===== src/rtl/hash_drbg_pkg.sv =====
// rtl/hash_drbg_pkg.sv - shared types and width helpers for the hash_drbg keystream buffer
package hash_drbg_pkg;

  typedef enum logic [1:0] {
    REQ_IDLE  = 2'd0,
    REQ_QUIET = 2'd1,
    REQ_REQ   = 2'd2,
    REQ_WAIT  = 2'd3
  } req_state_t;

  function automatic int slices_per_block(input int w_in, input int w_out);
    return w_in / w_out;
  endfunction

  function automatic int slice_idx_w(input int w_in, input int w_out);
    return (w_in / w_out > 1) ? $clog2(w_in / w_out) : 1;
  endfunction

  function automatic int ptr_w(input int depth);
    return (depth > 1) ? $clog2(depth) : 1;
  endfunction

  function automatic int fill_w(input int depth);
    return $clog2(depth + 1);
  endfunction

endpackage


===== src/rtl/hash_drbg_keystream_buffer_req_ctrl.sv =====
// rtl/hash_drbg_keystream_buffer_req_ctrl.sv - request FSM: waits for a quiet generator, asks for one block, accepts it
module hash_drbg_req_ctrl
  import hash_drbg_pkg::*;
#(
  parameter int QUIET_CYCLES = 8
) (
  input  logic clk,
  input  logic reset,
  input  logic space_available,
  input  logic generator_busy,
  input  logic data_in_valid,
  output logic need_next,
  output logic write_en
);

  localparam logic [7:0] QUIET_LAST = 8'(QUIET_CYCLES - 1);

  req_state_t state;
  logic [7:0] quiet_cnt;

  // Only a block answering our own request is accepted; stray pulses are dropped.
  assign write_en = (state == REQ_WAIT) && data_in_valid;

  always_ff @(posedge clk or posedge reset) begin
    if (reset) begin
      state     <= REQ_IDLE;
      quiet_cnt <= '0;
      need_next <= 1'b0;
    end else begin
      need_next <= 1'b0;
      case (state)
        REQ_IDLE: begin
          if (space_available) begin
            state     <= REQ_QUIET;
            quiet_cnt <= '0;
          end
        end
        REQ_QUIET: begin
          if (generator_busy) begin
            quiet_cnt <= '0;
          end else begin
            quiet_cnt <= quiet_cnt + 8'd1;
            if (quiet_cnt == QUIET_LAST) begin
              state     <= REQ_REQ;
              need_next <= 1'b1;
            end
          end
        end
        REQ_REQ:  state <= REQ_WAIT;
        REQ_WAIT: begin
          if (data_in_valid) state <= REQ_IDLE;
        end
        default:  state <= REQ_IDLE;
      endcase
    end
  end

endmodule


===== src/rtl/hash_drbg_keystream_buffer.sv =====
// rtl/hash_drbg_keystream_buffer.sv - DEPTH-block keystream ring, one slice per active-video H edge
module hash_drbg_keystream_buffer
  import hash_drbg_pkg::*;
#(
  parameter int DATA_WIDTH_IN  = 256,
  parameter int DATA_WIDTH_OUT = 8,
  parameter int DEPTH          = 2,
  parameter int QUIET_CYCLES   = 8,
  parameter int ALIGN_ON_VSYNC = 1
) (
  input  logic                          clk,
  input  logic                          reset,
  input  logic                          H,
  input  logic                          V,
  input  logic [DATA_WIDTH_IN-1:0]      data_in,
  input  logic                          data_in_valid,
  input  logic                          generator_busy,
  output logic                          need_next,
  output logic [DATA_WIDTH_OUT-1:0]     data_out,
  output logic                          data_out_valid,
  output logic                          underflow,
  output logic [fill_w(DEPTH)-1:0]      fill_level
);

  localparam int SPB = slices_per_block(DATA_WIDTH_IN, DATA_WIDTH_OUT);
  localparam int SIW = slice_idx_w(DATA_WIDTH_IN, DATA_WIDTH_OUT);
  localparam int PW  = ptr_w(DEPTH);
  localparam int FW  = fill_w(DEPTH);

  localparam logic [SIW-1:0] SI_LAST  = SIW'(SPB - 1);
  localparam logic [SIW-1:0] SI_ONE   = SIW'(1);
  localparam logic [PW-1:0]  PTR_ONE  = PW'(1);
  localparam logic [FW-1:0]  CNT_ONE  = FW'(1);
  localparam logic [FW-1:0]  CNT_FULL = FW'(DEPTH);

  logic [DATA_WIDTH_IN-1:0] mem [DEPTH];
  logic [PW-1:0]            wp, rp;
  logic [SIW-1:0]           si;
  logic [FW-1:0]            count, count_next;
  logic                     h_q, h_qq, v_q, v_qq;
  logic                     h_rise, v_rise, demand, consume, starve, align, release_blk;
  logic                     write_en, space_available;
  logic [DATA_WIDTH_IN-1:0] rd_blk;
  logic [DATA_WIDTH_OUT-1:0] rd_slice;

  assign space_available = (count != CNT_FULL);

  hash_drbg_req_ctrl #(
    .QUIET_CYCLES (QUIET_CYCLES)
  ) u_req_ctrl (
    .clk             (clk),
    .reset           (reset),
    .space_available (space_available),
    .generator_busy  (generator_busy),
    .data_in_valid   (data_in_valid),
    .need_next       (need_next),
    .write_en        (write_en)
  );

  // Edges are taken between two registered copies so that the V level used to
  // gate a consume is sampled in the same cycle as the H edge it qualifies.
  assign h_rise  = h_q & ~h_qq;
  assign v_rise  = v_q & ~v_qq;
  assign demand  = h_rise & ~v_q;
  assign consume = demand && (count != '0);
  assign starve  = demand && (count == '0);
  assign align   = (ALIGN_ON_VSYNC != 0) && v_rise && (si != '0);
  assign release_blk = (consume && (si == SI_LAST)) || align;

  assign rd_blk   = mem[rp];
  assign rd_slice = rd_blk[int'(si) * DATA_WIDTH_OUT +: DATA_WIDTH_OUT];
  assign fill_level = count;

  always_comb begin
    count_next = count;
    if (write_en && !release_blk)      count_next = count + CNT_ONE;
    else if (!write_en && release_blk) count_next = count - CNT_ONE;
  end

  always_ff @(posedge clk) begin
    if (write_en) mem[wp] <= data_in;
  end

  always_ff @(posedge clk or posedge reset) begin
    if (reset) begin
      h_q            <= 1'b0;
      h_qq           <= 1'b0;
      v_q            <= 1'b0;
      v_qq           <= 1'b0;
      wp             <= '0;
      rp             <= '0;
      si             <= '0;
      count          <= '0;
      data_out       <= '0;
      data_out_valid <= 1'b0;
      underflow      <= 1'b0;
    end else begin
      h_q            <= H;
      h_qq           <= h_q;
      v_q            <= V;
      v_qq           <= v_q;
      data_out_valid <= 1'b0;
      underflow      <= 1'b0;
      count          <= count_next;
      if (write_en) wp <= wp + PTR_ONE;
      if (consume) begin
        data_out       <= rd_slice;
        data_out_valid <= 1'b1;
        if (si == SI_LAST) begin
          si <= '0;
          rp <= rp + PTR_ONE;
        end else begin
          si <= si + SI_ONE;
        end
      end else if (starve) begin
        underflow <= 1'b1;
      end else if (align) begin
        si <= '0;
        rp <= rp + PTR_ONE;
      end
    end
  end

endmodule


===== config.mk =====
export PLATFORM = sky130hd
export DESIGN_NAME = hash_drbg_keystream_buffer
export DESIGN_NICKNAME = d
export VERILOG_FILES = /design/src/rtl/hash_drbg_pkg.sv /design/src/rtl/hash_drbg_keystream_buffer_req_ctrl.sv /design/src/rtl/hash_drbg_keystream_buffer.sv
export SDC_FILE = /design/constraint.sdc
export NUM_CORES = 1
export LEC_CHECK = 0
export CAP_MARGIN = 20
export CORE_ASPECT_RATIO = 1.4
export CORE_UTILIZATION = 60
export CTS_CLUSTER_DIAMETER = 200
export DETAILED_ROUTE_END_ITERATION = 10
export DONT_BUFFER_PORTS = 1
export HOLD_SLACK_MARGIN = 0.03
export PLACE_DENSITY = 0.75
export RECOVER_POWER = 100
export SLEW_MARGIN = 15
export SYNTH_ARGS = -nofsm -noshare
export SYNTH_HDL_FRONTEND = slang
export SYNTH_SLANG_ARGS = --single-unit

===== constraint.sdc =====
create_clock -name clk -period 19.7 [get_ports clk]
set_clock_uncertainty 0.05 [all_clocks]
set_input_delay 3.94 -clock clk [delete_from_list [all_inputs] [get_ports clk]]
set_output_delay 3.94 -clock clk [all_outputs]
set_load 0.05 [all_outputs]

==> metrics.txt, run 1 <==
share of the synthesized area in the top cell type 0.725; Non-Filler Instances 1562; Initial Util 0.608; number of setup buffers added after CTS 0; die area 36100 um2; TritonCTS Sinks roughly 550; Setup-failing EPs final 0; grt ovf 0; number of fill cells in the layout around 2200; Hold/Removal Path Class flip-flop to flip-flop; share of layout cells above drive strength 1 0.131; Longest Clk Path Bufs 3; Critical Path Start Type flip-flop; Avg WL per Cell 27.3 um; Sequential Power Share 0.496; largest net degree at the start of global routing about 190; Rows 81; Async SR Flop Fraction 0.0623; DP HPWL approximately 28 mm; Area contributors post-synth edfxtp_1 73%, mux4_2 6.6%, mux2i_1 6.5%, dfrtp_1 4.0%, a22oi_1 2.6%; failing checks capacitance limit, slew limit; Mean Syn Cell Area 20.0 um2; Via density between 6 and 7; area leader, netlist edfxtp_1; TritonCTS buffer count 49; pwr dens between 100 and 150 nW/um2; Fin. Hold Viols 0; part of the power in the clock network 0.297; P_int around 2.3 mW; most numerous cell in the Yosys netlist edfxtp_1; sequential element share of the synthesized area 0.766; initial antenna violation count 0; relative slew slack -5.14; Commonest cells post-synth 512 x edfxtp_1, 137 x mux2i_1, 72 x a22oi_1; Root Driver clkbuf_16; Core ar. roughly 35000 um2; Lkg Pwr about 7.4 nW; post-route ant nets 0; Crit path required time 20.15 ns; status finished with violations; first-pass GRT wire length about 62 mm; Max rail drop VDD between 0.0001 and 0.00015 V; Final nets approximately 1300; RePlAce Congestion ~0.81; Ys Warns 0; combinational power share 0.207; Worst-Skew Late Latency 0.56 ns; critical path fanouts, max 130; Switch Pwr roughly 0.84 mW; vias in the first global route 10400; Clock H-tree levels 2; flops & latches, synth about 550; die height between 200 and 250 um; crit path time final 11.22 ns; CTS tree yes; Total GRT Usage 0.238; Placed Cells between 1000 and 1500; maxcap violations 8; # DRC 0; I/O Pins about 280; Routed WL approximately 43 mm; top_reg_cell synth edfxtp_1; Netlist cell types between 40 and 50; die width around 160 um; area delta synth->final 9.25%; Sw Ratio 0.266; EDFF count, synth ~500; Slew @ Worst Pin a little over 9 ns; max-slew violations ~550; synthesized area ~21000 um2; TNS Setup 0 ns; Clock transition at path regs 0.07 ns; post-CTS sizing 0; I/O Buffers 0; drt initial violations between 900 and 1000; vias after detailed routing slightly below 10000; Final Cycle Share 0.570; Max Freq 0.0891 GHz; hold buffer count at CTS 0; Setup Crit Path Kind flip-flop to flip-flop; CP arrival ~12 ns; RSZ-0062 raised after global routing false; Syn Nets around 1300; Synth Instances 1060; DRT Pass-1 Iters 6; Setup crit end kind flip-flop
final timing paths:
kind                            slack (ns)   from  cells after the start          end
worst min-delay path                  0.33    h_q                      0         h_qq
worst max register to register        8.48  si[1]                      6  data_out[4]
worst min register to register        0.33    h_q                      0         h_qq
min in group asynchronous             3.89  reset                      2          h_q
worst max-delay path                  8.48  si[1]                      6  data_out[4]
max in group asynchronous            14.33  reset                      2        si[2]
power by group through the flow:
stage	logic, mW	registers (mW)	clock network, mW
finish	0.651	1.56	0.935
global route	0.702	1.58	0.994
CTS	0.591	1.55	0.951
detailed placement	0.590	1.58	0
global placement	0.579	1.57	0
floorplan	0.472	1.59	0
logic make-up (layout without fill, tap and decap cells):
group / count (synthesis) / after routing / synth area share
AO/OA/AOI/OAI: 117 / 117 / 0.0412
AND/OR/NAND/NOR: 108 / 108 / 0.0266
buffers and inverters: 64 / 106 / 0.0152
XOR/XNOR: 5 / 5 / 0.00207
flip-flops: 546 / 546 / 0.766
adder cells (fa/ha/maj): 9 / 9 / 0.00531
other: 0 / 4 / 0
multiplexers: 211 / 211 / 0.144
critical path, stage by stage (launching register included):
cell,delay [ns]
dfrtp_1,2.32
clkbuf_1,6.49
mux2i_1,0.86
a22oi_1,0.52
nand3_1,0.22
a41o_1,0.31
nand3_1,0.09
stage by stage:
| stage | worst slack [ns] | total power [mW] | instance area [um2] | hold slack (ns) | utilization |
|---|---|---|---|---|---|
| after floorplan | 4.14 | 2.06 | 21200 | 0.297 | - |
| after global placement | 13.04 | 2.15 | 21600 | 0.303 | 0.620 |
| after detailed placement | 13.00 | 2.17 | 21600 | 0.308 | 0.620 |
| after CTS | 13.58 | 3.09 | 23200 | 0.326 | 0.665 |
| after global routing | 7.58 | 3.27 | 23100 | 0.338 | 0.664 |
| final | 8.48 | 3.15 | 23200 | 0.335 | 0.664 |
state kept, by name, summed over array words and instances (netlist names):
register and count:
h_q 1, si 5, wp 1, v_q 1
u_req_ctrl.quiet_cnt 8, u_req_ctrl.state 2, u_req_ctrl.need_next 1, data_out 8
underflow 1, h_qq 1, rp 1, v_qq 1
mem 512, data_out_valid 1, fill_level 2
cells in the final DEF, fill, tap and decap left out, types with 3 or more instances in the layout:
cell type and instances:
diode_2 4, mux4_2 62, nand3_1 45, edfxtp_1 512
nor2b_1 10, mux2i_1 137, ha_1 9, nor2_1 15
a22oi_1 72, inv_1 8, a41o_1 8, a22o_1 3
and3_1 6, clkinv_2 7, clkbuf_16 51, a211o_1 8
o21ai_0 12, mux4_1 10, dfrtp_1 31, nand2_1 10
buf_4 3, inv_6 3, a211oi_1 8, nor3_1 3
nand2b_1 4, bufinv_16 5, clkinv_1 8, clkbuf_1 18
xnor2_1 3
per-layer routing:
metal | vias to the layer above | global-route usage | routed length (um)
met1 | 5006 | 0.257 | 13800
met4 | 0 | 0.0879 | 1260
li1 | 4368 | - | -
met3 | 77 | 0.0916 | 4570
met2 | 392 | 0.421 | 23000
met5 | - | 0 | 0
layout make-up:
cell class | count | area (um2) | share of cell area
well taps | 456 | 571 | 0.0246
multi-input cells | 450 | 4670 | 0.202
diodes | 4 | 10.0 | 0.000432
repair buffers | 10 | 65.1 | 0.00281
inverters | 8 | 30.0 | 0.00130
clock inverters | 25 | 256 | 0.0111
clock buffers | 63 | 1320 | 0.0571
flip-flops and latches | 546 | 16200 | 0.701
No activity file was read; power rests on OpenSTA's default activity.
==> inputs of run 2 (changes only) <==
--- a/config.mk
+++ b/config.mk
@@ -7,12 +7,12 @@
 export LEC_CHECK = 0
 export CAP_MARGIN = 20
 export CORE_ASPECT_RATIO = 1.4
-export CORE_UTILIZATION = 60
+export CORE_UTILIZATION = 57
 export CTS_CLUSTER_DIAMETER = 200
 export DETAILED_ROUTE_END_ITERATION = 10
 export DONT_BUFFER_PORTS = 1
 export HOLD_SLACK_MARGIN = 0.03
-export PLACE_DENSITY = 0.75
+export PLACE_DENSITY = 0.74
 export RECOVER_POWER = 100
 export SLEW_MARGIN = 15
 export SYNTH_ARGS = -nofsm -noshare
==> constraint.sdc (replaced) <==
create_clock -name clk -period 10.1 [get_ports clk]
set_clock_uncertainty 0.05 [all_clocks]
set_input_delay 2.02 -clock clk [delete_from_list [all_inputs] [get_ports clk]]
set_output_delay 2.02 -clock clk [all_outputs]
set_load 0.05 [all_outputs]
==> metrics.txt, run 2 (synthesis gave the netlist of run 1 again) <==
Critical Path Max Stage Delay 2.01 ns (-4.48 ns); CP arrival 6.85 ns (-4.83 ns); WL met1 14.2 mm (+2.6%); RSZ-0062 raised after global routing false; I/O Pins 275 (unchanged); area of the multi-input gates 4670 um2 (unchanged); maxcap violations 7 (-1); TNS Setup 0 ns (unchanged); Setup crit end kind flip-flop; DRT Pass-1 Iters 5 (-1); overall power 6.07 mW (+93%); Hold/Removal Path Class flip-flop to flip-flop; Avg WL per Cell 27.2 um (-0.51%); Setup-failing EPs final 0 (unchanged); Root Driver clkbuf_16; DR top layer met5; share of layout cells above drive strength 1 0.139 (+0.00819); Critical Path Start Type primary input; vias in the first global route 10500 (+1.6%); Largest register FFs 512 (unchanged); Initial Util 0.578 (-0.0298); post-route ant nets 0 (unchanged); die width 165 um (+2.6%); Clock H-tree levels 2 (unchanged); Total GRT Usage 0.227 (-0.0108); CP delay by family, top buffers and inverters; Cell Chain, Critical Path nand2_1 -> nor2_1 -> buf_12 -> clkbuf_1; TritonCTS Sinks 546 (unchanged); Worst-Skew Late Latency 0.58 ns (+0.02 ns); # DRC 0 (unchanged); Core ar. 36700 um2 (+5.2%); Crit path required time 10.17 ns (-9.98 ns); hold_ws 0.324 ns (-0.0106 ns); initial antenna violation count 4 (+4); Slew @ Worst Pin 4.74 ns (-4.46 ns); die area 38000 um2 (+5.2%); vias after detailed routing 9786 (-0.58%); Via density 6.19 (-1.7%); relative slew slack -2.16 (+2.97); I/O Buffers 0 (unchanged); Fin. Hold Viols 0 (unchanged); drt initial violations 713 (-25%); max-slew violations 440 (-20%); DP HPWL 28.0 mm (+1.5%); fin worst setup slack 3.32 ns (-5.16 ns); hold buffer count at CTS 0 (unchanged); area delta synth->final 9.68%; die height 230 um (+2.6%); top flop regs mem x512, data_out x8, u_req_ctrl.quiet_cnt x8; status finished with violations; first-pass GRT wire length 61.8 mm (-0.73%); number of setup buffers added after CTS 0 (unchanged); Rows 83 (+2.5%); RePlAce Congestion 0.793 (-1.6%); Biggest register mem; Setup Crit Path Kind primary input to flip-flop; Longest Clk Path Bufs 3 (unchanged); Lkg Pwr 7.42 nW (+0.62%); Max Freq roughly 0.15 GHz; crit path time final between 6 and 7 ns; most frequent cells in the layout 512 x edfxtp_1, 137 x mux2i_1, 72 x a22oi_1; Final nets 1339 (+0.22%); Slowest cell on crit path clkbuf_1; TritonCTS buffer count 50 (+2.0%); Final Cycle Share 0.671; Buf+Inv Stages, Crit Path 2 (+1); largest net degree at the start of global routing 183 (-2.7%); met3 WL 4.48 mm (-2.1%); Clock transition at path regs 0.06 ns (about the same); most common cell after layout, fill and taps aside edfxtp_1; pwr dens 261 nW/um2 (+92%); grt ovf 0 (unchanged); critical path fanouts, max 182 (+40%); CTS tree yes; failing checks capacitance limit, slew limit; register area 16200 um2 (unchanged); Routed WL 42.9 mm (+0.64%); Place WS 5.23 ns (-7.77 ns); number of fill cells in the layout 2474 (+11%); post-CTS sizing 0 (unchanged); Max rail drop VDD 0.000224 V (+110%); Final Core Density 0.634 (-0.0300); met2 wire len 22.5 mm (-2.4%)
[run 2: changes by cell type in the layout (fill, tap and decap cells not counted), sizes merged]
cell,delta
clkbuf,-7
bufinv,+1
buf,+3
clkinv,+10
[run 2: power breakdown]
group          leakage (nW)  switching (mW)  internal, mW
combinational          1.55           0.692         0.506
sequential             5.08           0.174          2.84
clock                 0.796           0.793          1.07
total                  7.42            1.66          4.41
[run 2: final cells by class]
type / count / share of cell area
Inverter: 8 / 0.00129
Tap cell: 467 / 0.0251
Multi-Input combinational cell: 450 / 0.201
Antenna cell: 4 / 0.000431
Sequential cell: 546 / 0.698
Timing Repair Buffer: 12 / 0.00366
Clock buffer: 57 / 0.0550
Clock inverter: 36 / 0.0154
[run 2: path summary, 6_finish.rpt]
kind	from	slack (ns)	cells past startpoint	to
min in group asynchronous	reset	1.98	2	wp
worst min register to register	h_q	0.32	0	h_qq
worst max register to register	si[1]	3.66	7	data_out[3]
max in group asynchronous	reset	6.66	2	si[2]
worst max-delay path	data_in_valid	3.32	4	mem[0][80]
worst min-delay path	h_q	0.32	0	h_qq
[run 2: worst reg2reg max path, cell delays in order, from the launching register on]
cell,delay (ns)
dfrtp_1,0.58
buf_4,0.86
clkbuf_1,3.46
mux2i_1,0.50
a22oi_1,0.32
nand3_1,0.19
a41o_1,0.32
nand3_1,0.11
[run 2: through the flow]
stage / std cells / area, um2
6_report: 1580 / 23200
5_1_grt: 1578 / 23200
4_1_cts: 1576 / 23300
3_5_place_dp: 1483 / 21600
3_3_place_gp: 1483 / 21600
2_1_floorplan: 1060 / 21200
[run 2: per-layer routing]
layer  up-vias  global-route usage
li1       4391                   -
met1      4963               0.238
met2       337               0.395
met3        91              0.0933
met4         4              0.0998
met5         -                   0
